==> src/rtl/xg_palette_sched_pkg.sv <==
// Shared types for the XenonGecko palette write scheduler.
package xg_pal_pkg;

  localparam int PAL_ENTRIES = 256;

  // Palette colour, packed {b, g, r}.
  typedef struct packed {
    logic [7:0] b;
    logic [7:0] g;
    logic [7:0] r;
  } color_t;

  // Scheduler FSM states.
  typedef enum logic [1:0] {
    XPS_IDLE  = 2'd0,
    XPS_FILL  = 2'd1,
    XPS_DRAIN = 2'd2
  } xps_state_t;

  // One queued CPU palette update.
  typedef struct packed {
    logic [7:0] index;
    color_t     color;
  } pal_wr_t;

endpackage

==> src/rtl/xg_palette_sched_if.sv <==
// CPU-side palette write request channel.
interface xg_pal_wr_if;
  import xg_pal_pkg::*;

  // Handshake: the master holds wr_index/wr_color stable while wr_req is high;
  // a write is transferred on every rising clk_25 edge where wr_req & wr_ready.
  // wr_ready depends only on registered FIFO occupancy, never on wr_req.
  // A request seen while wr_ready is low is dropped, not retried.
  logic   wr_req;
  logic   [7:0] wr_index;
  color_t wr_color;
  logic   wr_ready;

  modport master (output wr_req, output wr_index, output wr_color, input wr_ready);
  modport slave  (input wr_req, input wr_index, input wr_color, output wr_ready);

endinterface

==> src/rtl/xg_palette_sched_fifo.sv <==
// Synchronous FIFO of pending palette writes with flush.
module xg_pal_fifo
  import xg_pal_pkg::*;
#(
  parameter int DEPTH = 16
) (
  input  logic                     clk_25,
  input  logic                     rst,
  input  logic                     push,
  input  logic                     pop,
  input  logic                     flush,
  input  pal_wr_t                  din,
  output pal_wr_t                  head,
  output logic [$clog2(DEPTH):0]   level,
  output logic                     full,
  output logic                     empty
);

  localparam int AW = $clog2(DEPTH);
  localparam int LW = AW + 1;

  pal_wr_t        mem [DEPTH];
  logic [AW-1:0]  wr_ptr;
  logic [AW-1:0]  rd_ptr;
  logic           do_push;
  logic           do_pop;

  // A full FIFO refuses pushes even if it pops in the same cycle.
  assign full    = (level == LW'(DEPTH));
  assign empty   = (level == '0);
  assign do_push = push & ~full;
  assign do_pop  = pop & ~empty;
  assign head    = mem[rd_ptr];

  // Pointer and occupancy tracking; flush discards everything, including a same-cycle push.
  always_ff @(posedge clk_25) begin
    if (rst || flush) begin
      wr_ptr <= '0;
      rd_ptr <= '0;
      level  <= '0;
    end else begin
      if (do_push) wr_ptr <= wr_ptr + AW'(1);
      if (do_pop)  rd_ptr <= rd_ptr + AW'(1);
      case ({do_push, do_pop})
        2'b10:   level <= level + LW'(1);
        2'b01:   level <= level - LW'(1);
        default: level <= level;
      endcase
    end
  end

  // Storage write; contents need no reset since occupancy gates every read.
  always_ff @(posedge clk_25) begin
    if (do_push && !flush) mem[wr_ptr] <= din;
  end

endmodule

==> src/rtl/xg_palette_sched.sv <==
// Palette RAM write scheduler: queues CPU writes and commits them, or a
// full-palette fill, only while the video pipeline is not reading the palette.
module xg_palette_sched
  import xg_pal_pkg::*;
#(
  parameter int DEPTH = 16
) (
  input  logic                    clk_25,
  input  logic                    rst,
  xg_pal_wr_if.slave              wr,
  input  logic                    fill_start,
  input  color_t                  fill_color,
  output logic                    fill_busy,
  input  logic                    vid_busy,
  input  logic                    active_render_rows,
  input  logic                    vblank_only,
  input  logic [7:0]              rd_index,
  output logic [7:0]              pal_address,
  output color_t                  pal_data,
  output logic                    pal_wren,
  output logic [$clog2(DEPTH):0]  fifo_level,
  output logic                    overflow,
  input  logic                    ovf_clr,
  output xps_state_t              state_dbg
);

  localparam int LW = $clog2(DEPTH) + 1;

  xps_state_t state_q;
  xps_state_t state_d;
  logic [7:0] fill_ptr_q;
  logic [7:0] fill_ptr_d;
  color_t     fill_color_q;
  logic       win;
  logic       push;
  logic       pop;
  logic       fifo_full;
  logic       fifo_empty;
  pal_wr_t    fifo_din;
  pal_wr_t    fifo_head;

  // Writes may only land when the renderer is not reading the palette.
  assign win = ~vid_busy & (~vblank_only | ~active_render_rows);

  assign wr.wr_ready = ~fifo_full;
  assign push        = wr.wr_req & ~fifo_full;
  assign fifo_din    = '{index: wr.wr_index, color: wr.wr_color};

  xg_pal_fifo #(.DEPTH(DEPTH)) u_fifo (
    .clk_25 (clk_25),
    .rst    (rst),
    .push   (push),
    .pop    (pop),
    .flush  (fill_start),
    .din    (fifo_din),
    .head   (fifo_head),
    .level  (fifo_level),
    .full   (fifo_full),
    .empty  (fifo_empty)
  );

  // State and fill pointer registers.
  always_ff @(posedge clk_25) begin
    if (rst) begin
      state_q    <= XPS_IDLE;
      fill_ptr_q <= '0;
    end else begin
      state_q    <= state_d;
      fill_ptr_q <= fill_ptr_d;
    end
  end

  // Next state, fill pointer advance, and write strobe; fill_start overrides everything.
  always_comb begin
    state_d    = state_q;
    fill_ptr_d = fill_ptr_q;
    pal_wren   = 1'b0;
    pop        = 1'b0;
    case (state_q)
      XPS_IDLE: begin
        // Looking at push as well lets a write reach DRAIN one cycle after it is queued.
        if (!fifo_empty || push) state_d = XPS_DRAIN;
      end
      XPS_DRAIN: begin
        if (win && !fifo_empty) begin
          pal_wren = 1'b1;
          pop      = 1'b1;
          if (fifo_level == LW'(1) && !push) state_d = XPS_IDLE;
        end else if (fifo_empty && !push) begin
          state_d = XPS_IDLE;
        end
      end
      XPS_FILL: begin
        if (win) begin
          pal_wren   = 1'b1;
          fill_ptr_d = fill_ptr_q + 8'd1;
          if (fill_ptr_q == 8'(PAL_ENTRIES - 1)) begin
            state_d = (!fifo_empty || push) ? XPS_DRAIN : XPS_IDLE;
          end
        end
      end
      default: state_d = XPS_IDLE;
    endcase
    if (fill_start) begin
      state_d    = XPS_FILL;
      fill_ptr_d = '0;
    end
  end

  // Fill colour is captured on the start pulse so the source may change afterwards.
  always_ff @(posedge clk_25) begin
    if (rst)             fill_color_q <= '0;
    else if (fill_start) fill_color_q <= fill_color;
  end

  // Sticky overflow; a new drop beats a clear in the same cycle.
  always_ff @(posedge clk_25) begin
    if (rst)                          overflow <= 1'b0;
    else if (wr.wr_req && fifo_full)  overflow <= 1'b1;
    else if (ovf_clr)                 overflow <= 1'b0;
  end

  // Address/data mux: renderer index passes through whenever no write is strobed.
  always_comb begin
    pal_address = rd_index;
    pal_data    = (state_q == XPS_FILL) ? fill_color_q : fifo_head.color;
    if (pal_wren) pal_address = (state_q == XPS_FILL) ? fill_ptr_q : fifo_head.index;
  end

  assign fill_busy = (state_q == XPS_FILL);
  assign state_dbg = state_q;

endmodule

==> src/flat_wrapper.sv <==
// flat-port wrapper written by rule: the top's interface ports become plain ports
module xg_palette_sched_flat import xg_pal_pkg::*;
#(
  parameter int DEPTH = 16
)
  (clk_25, rst, fill_start, fill_color, fill_busy, vid_busy, active_render_rows, vblank_only, rd_index, pal_address, pal_data, pal_wren, fifo_level, overflow, ovf_clr, state_dbg, wr_wr_req, wr_wr_index, wr_wr_color, wr_wr_ready);
  xg_pal_wr_if wr_i ();
  input  logic clk_25;
  input  logic rst;
  input  logic fill_start;
  input  color_t fill_color;
  output logic fill_busy;
  input  logic vid_busy;
  input  logic active_render_rows;
  input  logic vblank_only;
  input  logic [7:0] rd_index;
  output logic [7:0] pal_address;
  output color_t pal_data;
  output logic pal_wren;
  output logic [$clog2(DEPTH):0] fifo_level;
  output logic overflow;
  input  logic ovf_clr;
  output xps_state_t state_dbg;
  input wire logic [$bits(wr_i.wr_req)-1:0] wr_wr_req;
  input wire logic [$bits(wr_i.wr_index)-1:0] wr_wr_index;
  input wire logic [$bits(wr_i.wr_color)-1:0] wr_wr_color;
  output wire logic [$bits(wr_i.wr_ready)-1:0] wr_wr_ready;
  assign wr_i.wr_req = wr_wr_req;
  assign wr_i.wr_index = wr_wr_index;
  assign wr_i.wr_color = wr_wr_color;
  assign wr_wr_ready = wr_i.wr_ready;
  xg_palette_sched #(.DEPTH(DEPTH)) u_core (.clk_25(clk_25), .rst(rst), .wr(wr_i), .fill_start(fill_start), .fill_color(fill_color), .fill_busy(fill_busy), .vid_busy(vid_busy), .active_render_rows(active_render_rows), .vblank_only(vblank_only), .rd_index(rd_index), .pal_address(pal_address), .pal_data(pal_data), .pal_wren(pal_wren), .fifo_level(fifo_level), .overflow(overflow), .ovf_clr(ovf_clr), .state_dbg(state_dbg));
endmodule
==> config.mk <==
export PLATFORM = sky130hd
export DESIGN_NAME = xg_palette_sched_flat
export DESIGN_NICKNAME = d
export VERILOG_FILES = /design/src/rtl/xg_palette_sched_pkg.sv /design/src/rtl/xg_palette_sched_if.sv /design/src/rtl/xg_palette_sched_fifo.sv /design/src/rtl/xg_palette_sched.sv /design/src/flat_wrapper.sv
export SDC_FILE = /design/constraint.sdc
export NUM_CORES = 1
export LEC_CHECK = 0
export CAP_MARGIN = 20
export CORE_ASPECT_RATIO = 0.5
export CORE_MARGIN = 2
export CORE_UTILIZATION = 45
export CTS_BUF_LIST = sky130_fd_sc_hd__clkbuf_8
export CTS_CLUSTER_SIZE = 12
export DETAILED_ROUTE_END_ITERATION = 12
export PLACE_DENSITY = 0.65
export REMOVE_ABC_BUFFERS = 1
export SYNTH_ARGS = -nofsm -noshare
export SYNTH_HDL_FRONTEND = slang
export SYNTH_SLANG_ARGS = --single-unit
export TNS_END_PERCENT = 5
==> constraint.sdc <==
create_clock -name clk_25 -period 5.8 [get_ports clk_25]
set_input_delay 1.16 -clock clk_25 [delete_from_list [all_inputs] [get_ports clk_25]]
set_output_delay 1.16 -clock clk_25 [all_outputs]
set_load 0.005 [all_outputs]
== After elaboration in Yosys (flattened, before gate mapping) ==
Memories as Yosys holds them, arrays and structs flattened. A register that Yosys moved wholly into a read port is not among the register bits.
Index checks and enable logic that the tools add are counted.
Widths: inputs -> output; s select.

* Add/subtract/negate cells: 5
* Reduce and logical (&&, ||, !) cells: 18
* Equal/unequal tests: 17
* Mux-type cells: 23
* Bitwise logic cells: 10

{| class="wikitable"
|+ Operators by type and width
! cell !! count
|-
| $mux 24 || 1
|-
| $mux 8 || 2
|-
| $mux 2 || 7
|-
| $pmux 5 s2 || 1
|-
| $reduce_and 5->1 || 2
|-
| $ne 3x2->1 const B || 3
|-
| $add 4x1->4 const B || 2
|-
| $add 8x1->8 const B || 1
|-
| $eq 8x8->1 const B || 1
|-
| $mux 1 || 8
|-
| $mux 4 || 2
|-
| $ne 2x1->1 const B || 3
|-
| $pmux 2 s3 || 1
|-
| $add 5x1->5 const B || 1
|-
| $eq 5x1->1 const B || 1
|-
| $eq 5x5->1 const B || 1
|-
| $logic_and 1x1->1 || 5
|-
| $logic_not 5->1 || 1
|-
| $not 1->1 || 5
|-
| $sub 5x1->5 const B || 1
|-
| $and 1x1->1 || 4
|-
| $eq 2x1->1 const B || 2
|-
| $eq 2x2->1 const B || 2
|-
| $ne 4x2->1 const B || 1
|-
| 11 further kinds || 15
|}

* Input bits: 72
* Flip-flop bits (word level): 48
* Memories kept: 1
* RAM bits: 512

{| class="wikitable"
|+ Memories
! name !! words !! width !! read ports !! clocked after Yosys merged registers in !! wr ports !! line !! text
|-
| u_core.u_fifo.mem || 16 || 32 || 1 || 1 || 1 || xg_palette_sched_fifo.sv:22 || <nowiki>pal_wr_t mem [DEPTH];</nowiki>
|}

== Logic depth before layout (Yosys ltp) ==
Gate-level depths: netlist of the first run.

* Depth in word-level cells: 9
* Gate-level depth with buffers: 11
* Gate-level depth less buffers: 11

== Hierarchy ==
A second synthesis of the first run with hierarchy kept.

* Cells, all modules: 1107
* Area, all modules: 22001.1 um^2

{| class="wikitable"
|+ Modules (own cells, without submodules)
! module !! instances !! cells an instance !! area each (um^2)
|-
| xg_pal_fifo || 1 || 901 || 20066.7
|-
| xg_palette_sched || 1 || 206 || 1934.4
|}

== Least setup slack after synthesis of the first run ==
No wires, ideal clock.

* Path type: in2reg
* Start: input port wr_wr_req
* End: memory u_core.u_fifo.mem[3][0] (netlist bit) (enable)
* Setup time: 461 ps
* Slack: 1400 ps
* Path buffers: 0
* Arrival: 3939 ps
* Cell stages on the path: 5
* Required time: 5339 ps
* Path through: and2_1 inv_1 nor2_1 nand2_1 nor3_1

* Word-level cells in the longest chain between the ends: 5

{| class="wikitable"
|+ RTL lines
! element !! line !! text
|-
| start, declared || flat_wrapper.sv:24 || <nowiki>input wire logic [$bits(wr_i.wr_req)-1:0] wr_wr_req;</nowiki>
|-
| $and 1x1->1 || xg_palette_sched.sv:46 || <nowiki>assign push = wr.wr_req & ~fifo_full;</nowiki>
|-
| $and 1x1->1 || xg_palette_sched_fifo.sv:31 || <nowiki>assign do_push = push & ~full;</nowiki>
|-
| $logic_and 1x1->1 || xg_palette_sched_fifo.sv:54 || <nowiki>if (do_push && !flush) mem[wr_ptr] <= din;</nowiki>
|-
| $mux 1 || xg_palette_sched_fifo.sv:54 ||
|-
| $mux 1 (not written as such) || xg_palette_sched_fifo.sv:54 ||
|-
| end, declared || xg_palette_sched_fifo.sv:22 ||
|}

Every way passes these cells.

==> results.txt, run 1 <==
- Worst setup EP type: output pin
- The share of total power dissipated in combinational logic is 0.041.
* Clock tree from TritonCTS: done
* Final Setup Violations: 0
- Internal: 6.08 mW
- Area fraction in and, or, nand and nor cells after synthesis: 0.0293
- By area the synthesized netlist is led by edfxtp_1 69%, mux4_2 11%, dfxtp_1 4.7%.
- Of the total synthesized cell area, the portion taken by XOR and XNOR cells is 0.00633.
* Crit-path max cell delay: 780 ps
- Synth cell count leaders: 512 x edfxtp_1, 112 x mux4_2, 70 x nor2_1
- The share of total power dissipated in sequential elements is 0.578.
* Placed inst area: 24200 sq um
- Number of antenna cells inserted: 0
- The initial antenna violation count is 0.
* Number of flops mapped to enable cells by yosys: 512
* Setup fix buffers added after clock tree synthesis: 0
- After layout, the minimum clock period comes to 4830 ps.
- Slew at the pin closest to its max-slew limit: 983 ps
- Share of the clock period used by the worst path after layout: 0.832
- Row generation in the floorplan step produced 57 rows.
* Worst Setup Slack post-DPL: 1320 ps
* Worst-Skew Late Latency: 640 ps
- Of the post-synthesis cell area, the dominant cell type holds 0.695.
- The worst setup path is launched from a flop.
- The number of gates resized after CTS was 0.
- Power, Total: 7.73 mW
* DR vias/cell: 5.55
- Count of final max-slew check failures: 0
- DIE WIDTH: 318 um
- Compound-Gate Fraction of Synth Area: 0.0293
- The worst path meets setup with 974 ps of slack.
- Share of cells above drive strength 1: 0.231
* Die H: 161 um
* Switching power total: 1.65 mW
- The worst-case IR drop observed on VDD is 133 uV.
* Area of the die: 51100 sq um
- Area used by multi-input combinational logic: 5370 sq um
- Average wire per cell in the routed design: 24.2 um
- Sequential element share of the synthesized area: 0.742
* Cell with the largest stage delay on the worst path: dfxtp_4
* Most instantiated flip-flop cell in the synthesis netlist: edfxtp_1
- The biggest area contributor in the post-synthesis netlist is edfxtp_1.
* PD cells: 302 nW/um^2
- The average instance in the mapped netlist occupies 19.2 sq um.
* Data required time at the worst endpoint: 4640 ps
- Port buffering added 114 buffers.
* Synth unique cells: 39
* Post-synthesis share of cell area spent on full adders, half adders and majority gates: 0.00792
- The first routing iteration left 978 violations.
- Clk pwr share: 0.381
- The wire-length estimate of the detail-placed layout is 28300 um.
* Final hold violation count: 0
* Area Growth Syn to Fin: 15.9%
* Global route total overflow: 0
- After floorplanning, the core was sized to cover 48600 sq um.
- Max Cap Violations: 0
- Signal arrival time at the worst endpoint: 3670 ps
- Leakage Power: 8.06 nW
- Switching share of power: 0.214
- RSZ-0062 raised after global routing: no
* Number of buffers added by the clock tree synthesis step: 79
- Entering global routing, the biggest net connects 60 pins.
- After synthesis, the share of flip-flops with an asynchronous set or reset is 0.
- Between clock sinks in the finished design, the worst skew comes to 19.6 ps.
* Outcome: finished clean
* First drt pass iteration count: 7
* Post-layout nets: 1406
* Routed Antenna Nets: 0
* Overall global routing resource usage: 0.194
* Syn Inst Count: 1155
* Largest driver fanout on the critical path: 59
* Crit Path Class: reg -> out
- Area taken by flip-flops and latches: 16400 sq um
- Headroom to the max-slew limit: 0.343
- CTS clock-pin slew for the worst setup and hold paths: 70 ps
- CTS Root Cell: clkbuf_8
- Total number of yosys warnings: 0
- Area of all placed cells without fillers: 25600 sq um
- The portion of synthesized area spent on multiplexers is 0.165.
* Maximum root-to-sink buffer count: 3
- In the routed design, unresolved DRC markers number 0.
- Dominant combinational cell family by area after synthesis: multiplexers
- Wires add up to 49000 um.
* Wire length of the first global-routing pass: 73500 um
- The signal on the critical path passes through buf_12 > mux4_2 > mux2_2 > o22ai_1 > a21oi_1 > clkdlybuf4s50_1.
* Via count of the first global-routing pass: 11790
* Post-Route Setup TNS: 0 ps
- In this run, synthesis produced a sequential element count of 564.
* Number of hold buffers added after cts: 0
- Number of clock sinks: 564
- During I/O placement, the number of pins put on the boundary was 115.
- Routability-driven placement finished with a final weighted congestion of 0.744.
- Cell area after synthesis: 22100 sq um
* Cell with the most instances after synthesis: edfxtp_1
- Hold WC Path Type: reg -> reg
- Fill cells in the final layout number 3719.
* Max Freq: 207 MHz
- Number of vias in the routed layout: 11241
- The H-tree was split into 3 levels.
- Effective utilization at floorplan: 0.456
-- registers in the layout, indices dropped and copies added (netlist names), named ones only --
| signal | flops |
|---|---|
| u_core.u_fifo.rd_ptr | 4 |
| u_core.fill_ptr_q | 8 |
| u_core.state_dbg | 2 |
| u_core.overflow | 1 |
| u_core.fill_color_q | 24 |
| u_core.u_fifo.level | 5 |
| u_core.u_fifo.wr_ptr | 4 |
| u_core.u_fifo.mem | 512 |
-- final timing paths --
path                                              from                        end  depth (start not counted)  slack, ps
worst max-delay path                              flop               pal_data[20]                          6        970
worst min-delay path            u_core.fill_color_q[3]     u_core.fill_color_q[3]                          2        500
worst max register to register  u_core.u_fifo.level[0]  u_core.u_fifo.mem[15][16]                          9       2430
worst min register to register  u_core.fill_color_q[3]     u_core.fill_color_q[3]                          2        500
-- per-stage QoR --
step	utilization	hold WS (ps)	cells
finish	0.528	498	2027
global route	0.528	529	2027
CTS	0.528	500	2027
detailed placement	0.497	484	1888
global placement	0.497	474	1888
floorplan	-	460	1091
-- power by group through the flow --
stage / combinational, mW / clock (mW) / sequential, mW
global route: 0.344 / 3.19 / 4.47
finish: 0.316 / 2.95 / 4.47
global placement: 0.306 / 0 / 4.55
floorplan: 0.107 / 0 / 4.55
CTS: 0.319 / 3.02 / 4.47
detailed placement: 0.317 / 0 / 4.55
-- placed cells by master (no fill, tap or decap), drive strengths merged, types with 2 or more instances in the layout --
cell / count
nand3: 6
a31oi: 9
or2: 2
clkdlybuf4s50: 113
and3: 8
clkinv: 24
a22oi: 16
nand2: 22
clkbuf: 87
o22ai: 32
mux4: 112
nand4: 2
or3: 10
nor2: 70
xnor2: 8
dfxtp: 52
mux2: 48
o21ai: 3
inv: 55
edfxtp: 512
bufinv: 2
ha: 14
mux2i: 58
buf: 35
nand2b: 5
a21oi: 40
nor3: 6
clkinvlp: 2
o31ai: 2
nor2b: 5
xor2: 8
and2: 2
-- worst max-delay path: cells and delay by family (launching register included) --
kind	cells	cell delay, ps
AOI/OAI and AO/OA	2	360
DFF	1	780
buffers and inverters	2	940
muxes	2	850
-- layout make-up --
type	instances	area share
Sequential cell	564	0.641
Multi-Input combinational cell	496	0.209
Timing Repair Buffer	148	0.0557
Clock buffer	87	0.0467
Tap cell	649	0.0317
Clock inverter	52	0.0112
Inverter	31	0.00454
-- cells by family after synthesis --
| group | Yosys count |
|---|---|
| AOI/OAI and AO/OA | 107 |
| xor gates and xnor gates | 16 |
| adders and majority gates | 14 |
| buffers and inverters | 95 |
| DFF | 564 |
| muxes | 218 |
| and+or+nand+nor | 141 |
-- metal layers --
| metal | up-vias | GRT usage | part of all wire |
|---|---|---|---|
| met5 | - | 0 | 0 |
| met4 | 0 | 0.0522 | 0.017 |
| met3 | 64 | 0.0385 | 0.047 |
| met2 | 276 | 0.315 | 0.49 |
| met1 | 5931 | 0.271 | 0.45 |
| li1 | 4970 | - | - |
Power figures use the tool's default switching activity.
==> run 2, diff against run 1 <==
Clock period 5.8 ns to 4.7 ns, I/O delays scaled along.
==> results.txt, run 2 (synthesized netlist as in run 1, its figures left out) <==
* DIE WIDTH: 318 um (unchanged)
- CTS clock-pin slew for the worst setup and hold paths: 60 ps (about the same)
- Clock tree from TritonCTS: done
- Ranked by flip-flop count, first place goes to u_core.u_fifo.mem.
- Minimum clock period: 4420 ps
* Area of the die: 51100 sq um (unchanged)
- The maximum fanout along the worst path is 38 (-36%).
- Compared with the post-synthesis result, the final layout area differs by 17.1%.
- The worst setup path is of the reg -> out kind.
* Fill cell total of the finished layout: 3769 (+1.3%)
- The register-to-register setup slack was 1700 ps (-730 ps).
- The count of hold-fix buffers inserted at cts was 0 (unchanged).
- Instance count along the most critical hold path: 2 (unchanged)
- Number of input and output port buffers inserted: 114 (unchanged)
- Number of vias in the routed layout: 11272 (+0.28%)
- The placeable core region came to 48600 sq um (unchanged).
* Die H: 161 um (unchanged)
- Placed inst area: 24400 sq um (+0.83%)
* Worst setup EP type: output pin
- Largest registers: u_core.u_fifo.mem: 512 flops, u_core.fill_color_q: 24 flops, u_core.fill_ptr_q: 8 flops
* Leakage Power: 8.19 nW (+1.6%)
* Count of final max-slew check failures: 0 (unchanged)
- Max Cap Violations: 0 (unchanged)
* Effective utilization at floorplan: 0.456 (unchanged)
- Non-filler instance count after layout: 2045 (+0.89%)
- The remaining antenna violation count after routing came to 0 (unchanged).
* Placed cell count: 1895 (+0.37%)
* Overall global routing resource usage: 0.191 (-0.00300)
- Slew at the pin closest to its max-slew limit: 825 ps (-157 ps)
- Based on the critical path, the design can be clocked at up to 226 MHz.
* Outcome: finished clean
- The delay contributed by the slowest stage of the critical path came to 860 ps (+80 ps).
- The number of post-CTS setup repair buffers is 0 (unchanged).
- In this run the critical register-to-register path is launched from u_core.u_fifo.level[0].
* Number of antenna cells inserted: 0 (unchanged)
* Final hold violation count: 0 (unchanged)
- Share of the core filled with cells in the final layout: 0.534 (+0.00577)
- The setup-violating endpoint count in the final report came to 0 (unchanged).
- Hold WC Path Type: reg -> reg
* Wire length of the first global-routing pass: 72700 um (-1.2%)
- The remaining global-route overflow came to 0 (unchanged).
* RR Endpoint: u_core.u_fifo.mem[3][3]
- Maximum root-to-sink buffer count: 3 (unchanged)
- Setup repair after global routing left no endpoint under its margin.
* Number of clock sinks: 564 (unchanged)
- In the finished design, the share of the clock period the worst path needs comes to 0.940.
* Most common cell after layout, fill and taps aside: edfxtp_1
* Number of antenna violations at the first check in global routing: 0 (unchanged)
- Data required time at the worst endpoint: 3760 ps (-880 ps)
- The number of I/O pins is 115 (unchanged).
* Count of standard-cell rows: 57 (unchanged)
* Via count of the first global-routing pass: 11803 (+0.11%)
- Signal arrival time at the worst endpoint: 3480 ps (-190 ps)
* First drt pass iteration count: 5 (-2)
- The post-detailed-route DRC marker count was 0 (unchanged).
- Drt total wl: 48300 um (-1.5%)
* PD cells: 371 nW/um^2 (+23%)
* Last weighted congestion value of the routability-driven placer: 0.749 (+0.63%)
- The via density per instance came to 5.51 (-0.61%).
- The total power came to 9.62 mW (+24%).
* Number of gates given a new drive strength after cts: 0 (unchanged)
- The number of nets in the layout was 1415 (+0.64%).
- The worst ir drop on vdd is 169 uV (+27%).
* Min-Delay Startpoint: u_core.fill_color_q[11]
* Destination of the worst hold path: u_core.fill_color_q[11]
- Cell with the largest stage delay on the worst path: dfxtp_4
* Average wire per cell in the routed design: 23.6 um (-2.4%)
- The number of cells on the worst reg-to-reg path was 9 (unchanged).
* Sort of element at the start of the critical path: flop
- Worst hold-check slack: 494 ps (-4.18 ps)
* Share of cells above drive strength 1: 0.236 (+0.00562)
* Max reg flops: 512 (unchanged)
- Worst-Skew Late Latency: 640 ps (about the same)
- Area of all placed cells without fillers: 25900 sq um (+1.1%)
- Clock tree synthesis selected as its root buffer the cell clkbuf_8.
- The final HPWL from detailed placement is 27200 um (-3.7%).
- Most frequent cells in the layout: 512 x edfxtp_1, 113 x clkdlybuf4s50_1, 112 x mux4_2
- Headroom to the max-slew limit: 0.450 (+0.107)
- Number of buffers added by the clock tree synthesis step: 81 (+2.5%)
* H-tree levels: 3 (unchanged)
* Pin count of the biggest net entering global routing: 49 (-18%)
- Sequence of cells on the critical path: buf_12 > mux4_2 > mux2_2 > o22ai_1 > a21oi_1 > clkdlybuf4s50_1
- Clock tree skew after final layout: 40.4 ps (+20.8 ps)
- Iteration-0 DRC Markers: 901 (-7.9%)
## run 2: worst max-delay path, delay by kind of cell (launching register included)
kind                   cells  cell delay (ps)
buffers and inverters      2              770
DFF                        1              860
AOI/OAI and AO/OA          2              390
muxes                      2              810
## run 2: layout make-up
type / count / area [sq um] / share of cell area
Clock buffer: 91 / 1250 / 0.0483
Clock inverter: 59 / 313 / 0.0121
Inverter: 31 / 116 / 0.00449
Multi-Input combinational cell: 496 / 5370 / 0.207
Sequential cell: 564 / 16400 / 0.634
Tap cell: 649 / 812 / 0.0313
Timing Repair Buffer: 155 / 1630 / 0.0630
## run 2: worst max path at each step
stage / endpoint / cells after the start / slack (ps)
2_1_floorplan: pal_address[0] / 5 / -2550
3_3_place_gp: pal_data[20] / 6 / 910
3_5_place_dp: pal_address[1] / 9 / 860
4_1_cts: pal_data[20] / 6 / 180
5_1_grt: pal_data[20] / 6 / 50
6_report: pal_data[20] / 6 / 280
## run 2: metrics by stage
| stage | TNS (ps) | setup WS [ps] |
|---|---|---|
| finish | 0 | 281 |
| global route | 0 | 49.6 |
| CTS | 0 | 183 |
| global placement | 0 | 915 |
| floorplan | -70150 | -2550 |
| detailed placement | 0 | 864 |
## run 2: layer usage
| metal | global-route usage | part of all wire | vias up |
|---|---|---|---|
| met2 | 0.310 | 0.48 | 325 |
| met5 | 0 | 0 | - |
| li1 | - | - | 4991 |
| met3 | 0.0363 | 0.056 | 88 |
| met1 | 0.264 | 0.44 | 5868 |
| met4 | 0.0613 | 0.023 | 0 |
## run 2: where the power goes
part / internal, mW / leakage, nW / switching (mW)
logic: 0.185 / 2.25 / 0.207
clock network: 1.90 / 0.904 / 1.82
registers: 5.50 / 5.04 / 0.0151
